<file path="src/rtl/wave_capture.sv">
// Purpose : double-buffered 256-sample oscilloscope capture with level trigger / auto-trigger.
// Latency : rd_data is registered, 1 cycle after rd_addr; capture takes 1 + 255*stride cycles.
// Backpressure: none on i_wave; a finished capture waits in DONE until frame_start swaps banks.
//
// Ports:
//   clk, rst_n      sample clock, asynchronous active-low reset
//   i_wave          8-bit unsigned sample, one per clk
//   i_decim         stride select 0..3 -> 1,2,4,8 clk per stored sample (sampled while waiting)
//   frame_start     vertical-blanking pulse; swaps banks only when a capture is complete
//   rd_addr/rd_data display-bank read port (1-cycle latency)
//   o_ready         a complete capture is waiting for a swap
//   o_auto          displayed capture was started by timeout rather than a level crossing
//   o_bank          index of the bank currently displayed
module wave_capture #(
    parameter logic [7:0]  TRIG_LEVEL = 8'd128,
    parameter int unsigned TIMEOUT    = 40000
) (
    input  logic       clk,
    input  logic       rst_n,
    input  logic [7:0] i_wave,
    input  logic [1:0] i_decim,
    input  logic       frame_start,
    input  logic [7:0] rd_addr,
    output logic [7:0] rd_data,
    output logic       o_ready,
    output logic       o_auto,
    output logic       o_bank
);

    typedef enum logic [1:0] {
        WAIT_TRIG = 2'd0,
        CAPTURE   = 2'd1,
        DONE      = 2'd2
    } state_t;

    localparam logic [15:0] TO_LAST = 16'(TIMEOUT - 1);

    state_t      state_q, state_d;
    logic [7:0]  prev_q;
    logic [15:0] tmo_q, tmo_d;
    logic [3:0]  stride_q, stride_d;
    logic [3:0]  scnt_q, scnt_d;
    logic [7:0]  widx_q, widx_d;
    logic        auto_lat_q, auto_lat_d;
    logic        bank_q, bank_d;
    logic        auto_q, auto_d;
    logic [7:0]  rd_data_q;
    logic        wr_en;
    logic        crossing;

    // Both banks in one array; the write side always targets ~bank_q, the
    // read side bank_q, so the two ports never touch the same bank.
    logic [7:0]  mem [0:1][0:255];

    // prev_q resets to 8'hFF so the first cycle after reset can never look like a crossing.
    assign crossing = (prev_q < TRIG_LEVEL) && (i_wave >= TRIG_LEVEL);

    always_comb begin
        state_d    = state_q;
        tmo_d      = tmo_q;
        stride_d   = stride_q;
        scnt_d     = scnt_q;
        widx_d     = widx_q;
        auto_lat_d = auto_lat_q;
        bank_d     = bank_q;
        auto_d     = auto_q;
        wr_en      = 1'b0;

        case (state_q)
            WAIT_TRIG: begin
                // Stride follows i_decim while waiting and freezes once capture begins.
                stride_d = 4'd1 << i_decim;
                tmo_d    = tmo_q + 16'd1;
                if (crossing || (tmo_q == TO_LAST)) begin
                    // widx_q is 0 here, so the trigger sample lands at index 0.
                    wr_en      = 1'b1;
                    widx_d     = 8'd1;
                    scnt_d     = 4'd0;
                    tmo_d      = 16'd0;
                    auto_lat_d = ~crossing;
                    state_d    = CAPTURE;
                end
            end
            CAPTURE: begin
                if (scnt_q == (stride_q - 4'd1)) begin
                    wr_en  = 1'b1;
                    scnt_d = 4'd0;
                    widx_d = widx_q + 8'd1;   // wraps to 0 after index 255
                    if (widx_q == 8'd255) begin
                        state_d = DONE;
                    end
                end else begin
                    scnt_d = scnt_q + 4'd1;
                end
            end
            DONE: begin
                if (frame_start) begin
                    bank_d  = ~bank_q;
                    auto_d  = auto_lat_q;
                    tmo_d   = 16'd0;
                    state_d = WAIT_TRIG;
                end
            end
            default: begin
                state_d = WAIT_TRIG;
            end
        endcase
    end

    always_ff @(posedge clk or negedge rst_n) begin
        if (!rst_n) begin
            state_q    <= WAIT_TRIG;
            prev_q     <= 8'hFF;
            tmo_q      <= 16'd0;
            stride_q   <= 4'd1;
            scnt_q     <= 4'd0;
            widx_q     <= 8'd0;
            auto_lat_q <= 1'b0;
            bank_q     <= 1'b0;
            auto_q     <= 1'b0;
            rd_data_q  <= 8'd0;
        end else begin
            state_q    <= state_d;
            prev_q     <= i_wave;
            tmo_q      <= tmo_d;
            stride_q   <= stride_d;
            scnt_q     <= scnt_d;
            widx_q     <= widx_d;
            auto_lat_q <= auto_lat_d;
            bank_q     <= bank_d;
            auto_q     <= auto_d;
            rd_data_q  <= mem[bank_q][rd_addr];
        end
    end

    // Sample storage is deliberately not reset.
    always_ff @(posedge clk) begin
        if (wr_en) begin
            mem[~bank_q][widx_q] <= i_wave;
        end
    end

    assign rd_data = rd_data_q;
    assign o_ready = (state_q == DONE);
    assign o_auto  = auto_q;
    assign o_bank  = bank_q;

endmodule

</file>
<file path="config.mk">
export PLATFORM = sky130hd
export DESIGN_NAME = wave_capture
export DESIGN_NICKNAME = d
export VERILOG_FILES = /design/src/rtl/wave_capture.sv
export SDC_FILE = /design/constraint.sdc
export NUM_CORES = 2
export LEC_CHECK = 0
export BUFFER_PORTS_ARGS = -buffer_cell sky130_fd_sc_hd__buf_2
export CORE_AREA = 2 2 741 743
export DETAILED_ROUTE_END_ITERATION = 8
export DIE_AREA = 0 0 743 745
export PLACE_DENSITY = 0.42
export SLEW_MARGIN = 40
export SYNTH_ARGS = -nofsm -noshare
export SYNTH_HDL_FRONTEND = slang
export SYNTH_SLANG_ARGS = --single-unit
</file>
<file path="constraint.sdc">
create_clock -name clk -period 8.79 [get_ports clk]
set_clock_uncertainty 0.05 [all_clocks]
set_input_delay 1.758 -clock clk [delete_from_list [all_inputs] [get_ports clk]]
set_output_delay 1.758 -clock clk [all_outputs]
set_load 0.005 [all_outputs]
</file>
==> impl_metrics.env <==
export IMPL_fp_dieH_um=745
export IMPL_wl_met3_mm=27.7
export IMPL_drc=0
export IMPL_synth_warnings=0
export IMPL_rsz0062_at_grt="no"
export IMPL_seq_area_frac_synth=0.760
export IMPL_synthSimpleGateAreaFrac=0.0361
export IMPL_synth_edf_count=4096
export IMPL_min_delay_path_depth=1
export IMPL_worstRegToRegCells=9
export IMPL_path_class="input port to register"
export IMPL_total_power_mw=44.3
export IMPL_vdd_drop_max_uv=194
export IMPL_slew_violations=0
export IMPL_ios=32
export IMPL_numCtsBuffers=448
export IMPL_synth_cell_type_count=78
export IMPL_max_stage_delay_ns=0.65
export IMPL_fin_cells=16100
export IMPL_drt_pass1_iter_count=6
export IMPL_io_buffers=31
export IMPL_ctsRootBufferMaster="clkbuf_16"
export IMPL_clock_latency_ns=1.04
export IMPL_dp_hpwl_mm=321
export IMPL_cp_end_kind="register"
export IMPL_async_flop_share=0.0111
export IMPL_place_area_um2=172000
export IMPL_dieArea_um2=554000
export IMPL_grt_use_total=0.179
export IMPL_clock_fmax_mhz=185
export IMPL_htreeDepth=5
export IMPL_synth_nets=8299
export IMPL_crit_fanout=115
export IMPL_synth_top_family_by_area="multiplexers"
export IMPL_wl_per_cell_um=31.6
export IMPL_min_from="tmo_q[15]"
export IMPL_yosys_area_top_type="edfxtp_1"
export IMPL_critical_path_slowest_cell="nand4_1"
export IMPL_antenna_found_initial=32
export IMPL_worstPathRequired_ns=9.69
export IMPL_cts_tree="done"
export IMPL_setup_viol=0
export IMPL_wl_met1_mm=228
export IMPL_clk_pin_slew_ns=0.06
export IMPL_synth_fa_ha_area_frac=0.000536
export IMPL_maxUsedRoutingLayer="met5"
export IMPL_hold_path_end="tmo_q[15]"
export IMPL_p_per_area_nw_per_um2=236
export IMPL_grt_pass1_wl_mm=701
export IMPL_r2r_start="o_bank"
export IMPL_layout_commonest_cell="edfxtp_1"
export IMPL_p_leak_nw=56.5
export IMPL_drive_gt1_frac=0.233
export IMPL_setup_tns_ns=0
export IMPL_synth_area_um2=163000
export IMPL_drt_iter0_markers=8409
export IMPL_synthCells=8271
export IMPL_finalHoldViolCount=0
export IMPL_grt_max_degree=162
export IMPL_dp_cells=15200
export IMPL_synth_top_cell_area_share=0.753
export IMPL_synth_xor_area_share=0.000643
export IMPL_dieWidth_um=743
export IMPL_initial_core_util=0.299
export IMPL_r2r_end="rd_data[3]"
export IMPL_period_minus_slack_ns=5.39
export IMPL_layout_common_cells="edfxtp_1 (4096), mux4_2 (717), mux2i_1 (643)"
export IMPL_fin_area_um2=187000
export IMPL_place_congestion=0.834
export IMPL_cp_num_buf_inv=4
export IMPL_core_area_um2=546000
export IMPL_clock_sinks=4142
export IMPL_hold_class="register to register"
export IMPL_drt_total_wl_mm=508
export IMPL_dr_wl_met2_mm=240
export IMPL_post_synth_cell_area_avg_um2=19.8
export IMPL_synth_compound_area_frac=0.0392
export IMPL_vias=83200
export IMPL_cts_resized=0
export IMPL_worstPathArrival_ns=6.29
export IMPL_worst_pin_slew_ns=0.966
export IMPL_fin_nets=8464
export IMPL_cap_violations=0
export IMPL_cts_setup_buffers=0
export IMPL_viasPerCell=5.17
export IMPL_muxShareOfSynthArea=0.141
export IMPL_area_growth_pct=14.7
export IMPL_synth_flop_cell="edfxtp_1"
export IMPL_r2r_slack_ns=3.45
export IMPL_num_rows=272
export IMPL_relSlewSlack=0.351
export IMPL_cts_max_path_buffers=4
export IMPL_cp_cell_sequence="buf_8 > nand2_4 > buf_12 > buf_4 > o221ai_1 > nor3_1 > nor3_1 > nand4_1 > nor4_2 > buf_4 > and4_1"
export IMPL_crit_family="simple AND/OR/NAND/NOR gates"
export IMPL_fin_crit_sh=0.614
export IMPL_ys_ff_latch=4142
export IMPL_grt_ovfl_total=0
export IMPL_cts_hold_buf=0
export IMPL_synth_area_leaders="edfxtp_1 (75%), mux4_2 (9.9%), mux2i_1 (3.9%)"
export IMPL_status="complete, no violations"
export IMPL_grt_pass1_vias=84300
export IMPL_start_kind="input port"
export IMPL_postRouteAntennaNets=0
-- stage by stage --
| step | hold WS [ns] | utilization | worst slack, ns |
|---|---|---|---|
| 2_1_floorplan | 0.390 | - | 4.91 |
| 6_report | 0.431 | 0.343 | 3.40 |
| 3_5_place_dp | 0.427 | 0.315 | 2.39 |
| 4_1_cts | 0.436 | 0.342 | 3.46 |
| 5_1_grt | 0.458 | 0.343 | 3.23 |
| 3_3_place_gp | 0.416 | 0.313 | 1.14 |
-- metal layers --
metal  vias up  track usage
met5         -            0
met4         6       0.0423
met3       616       0.0252
met2      2652        0.290
met1     45300        0.255
li1      34700            -
-- worst max-delay path by stage --
stage,startpoint,endpoint,cells past startpoint
5_1_grt,o_bank,rd_data[3],9
3_5_place_dp,rd_addr[1],rd_data[0],11
4_1_cts,o_bank,rd_data[3],9
3_3_place_gp,rd_addr[0],rd_data[0],10
6_report,rd_addr[1],rd_data[0],11
2_1_floorplan,i_wave[7],mem[0][864],7
-- area by class of cell --
| cell class | count | area, um^2 |
|---|---|---|
| clock inverter | 289 | 2970 |
| inverter | 8 | 42.5 |
| antenna | 16 | 40.0 |
| clock buffer | 545 | 11600 |
| timing repair buffer | 241 | 2610 |
| tap | 7261 | 9080 |
| fill | 51000 | 359000 |
| multi-input combinational | 3595 | 36900 |
| sequential | 4142 | 124000 |
-- cell usage after synthesis (83+ instances only) --
| cell | instances |
|---|---|
| edfxtp_1 | 4096 |
| o22ai_1 | 161 |
| o221ai_1 | 240 |
| o21ai_0 | 83 |
| nor3_1 | 143 |
| nor2_1 | 600 |
| nand2_1 | 249 |
| clkbuf_1 | 208 |
| mux2i_1 | 643 |
| buf_2 | 123 |
| a21oi_1 | 168 |
| mux4_2 | 717 |
-- cell families after synthesis --
family          Yosys count
flops                  4142
mux                    1395
simple gates           1292
compound gates          889
buf+inv                 534
xor+xnor                 12
fa+ha+maj                 7
-- flip-flops by register name (all words and copies together), names as in the netlist --
name and cells:
auto_lat_q 1, stride_q 4, state_q 2, widx_q 8
o_auto 1, mem 4096, tmo_q 16, prev_q 1
scnt_q 4, rd_data 8, o_bank 1
-- power breakdown --
group / switching, mW / internal (mW) / leakage [nW]
clock: 8.00 / 10.8 / 7.10
combinational: 2.47 / 1.16 / 12.0
sequential: 0.0858 / 21.8 / 37.4
(Power assumes the default switching activity.)
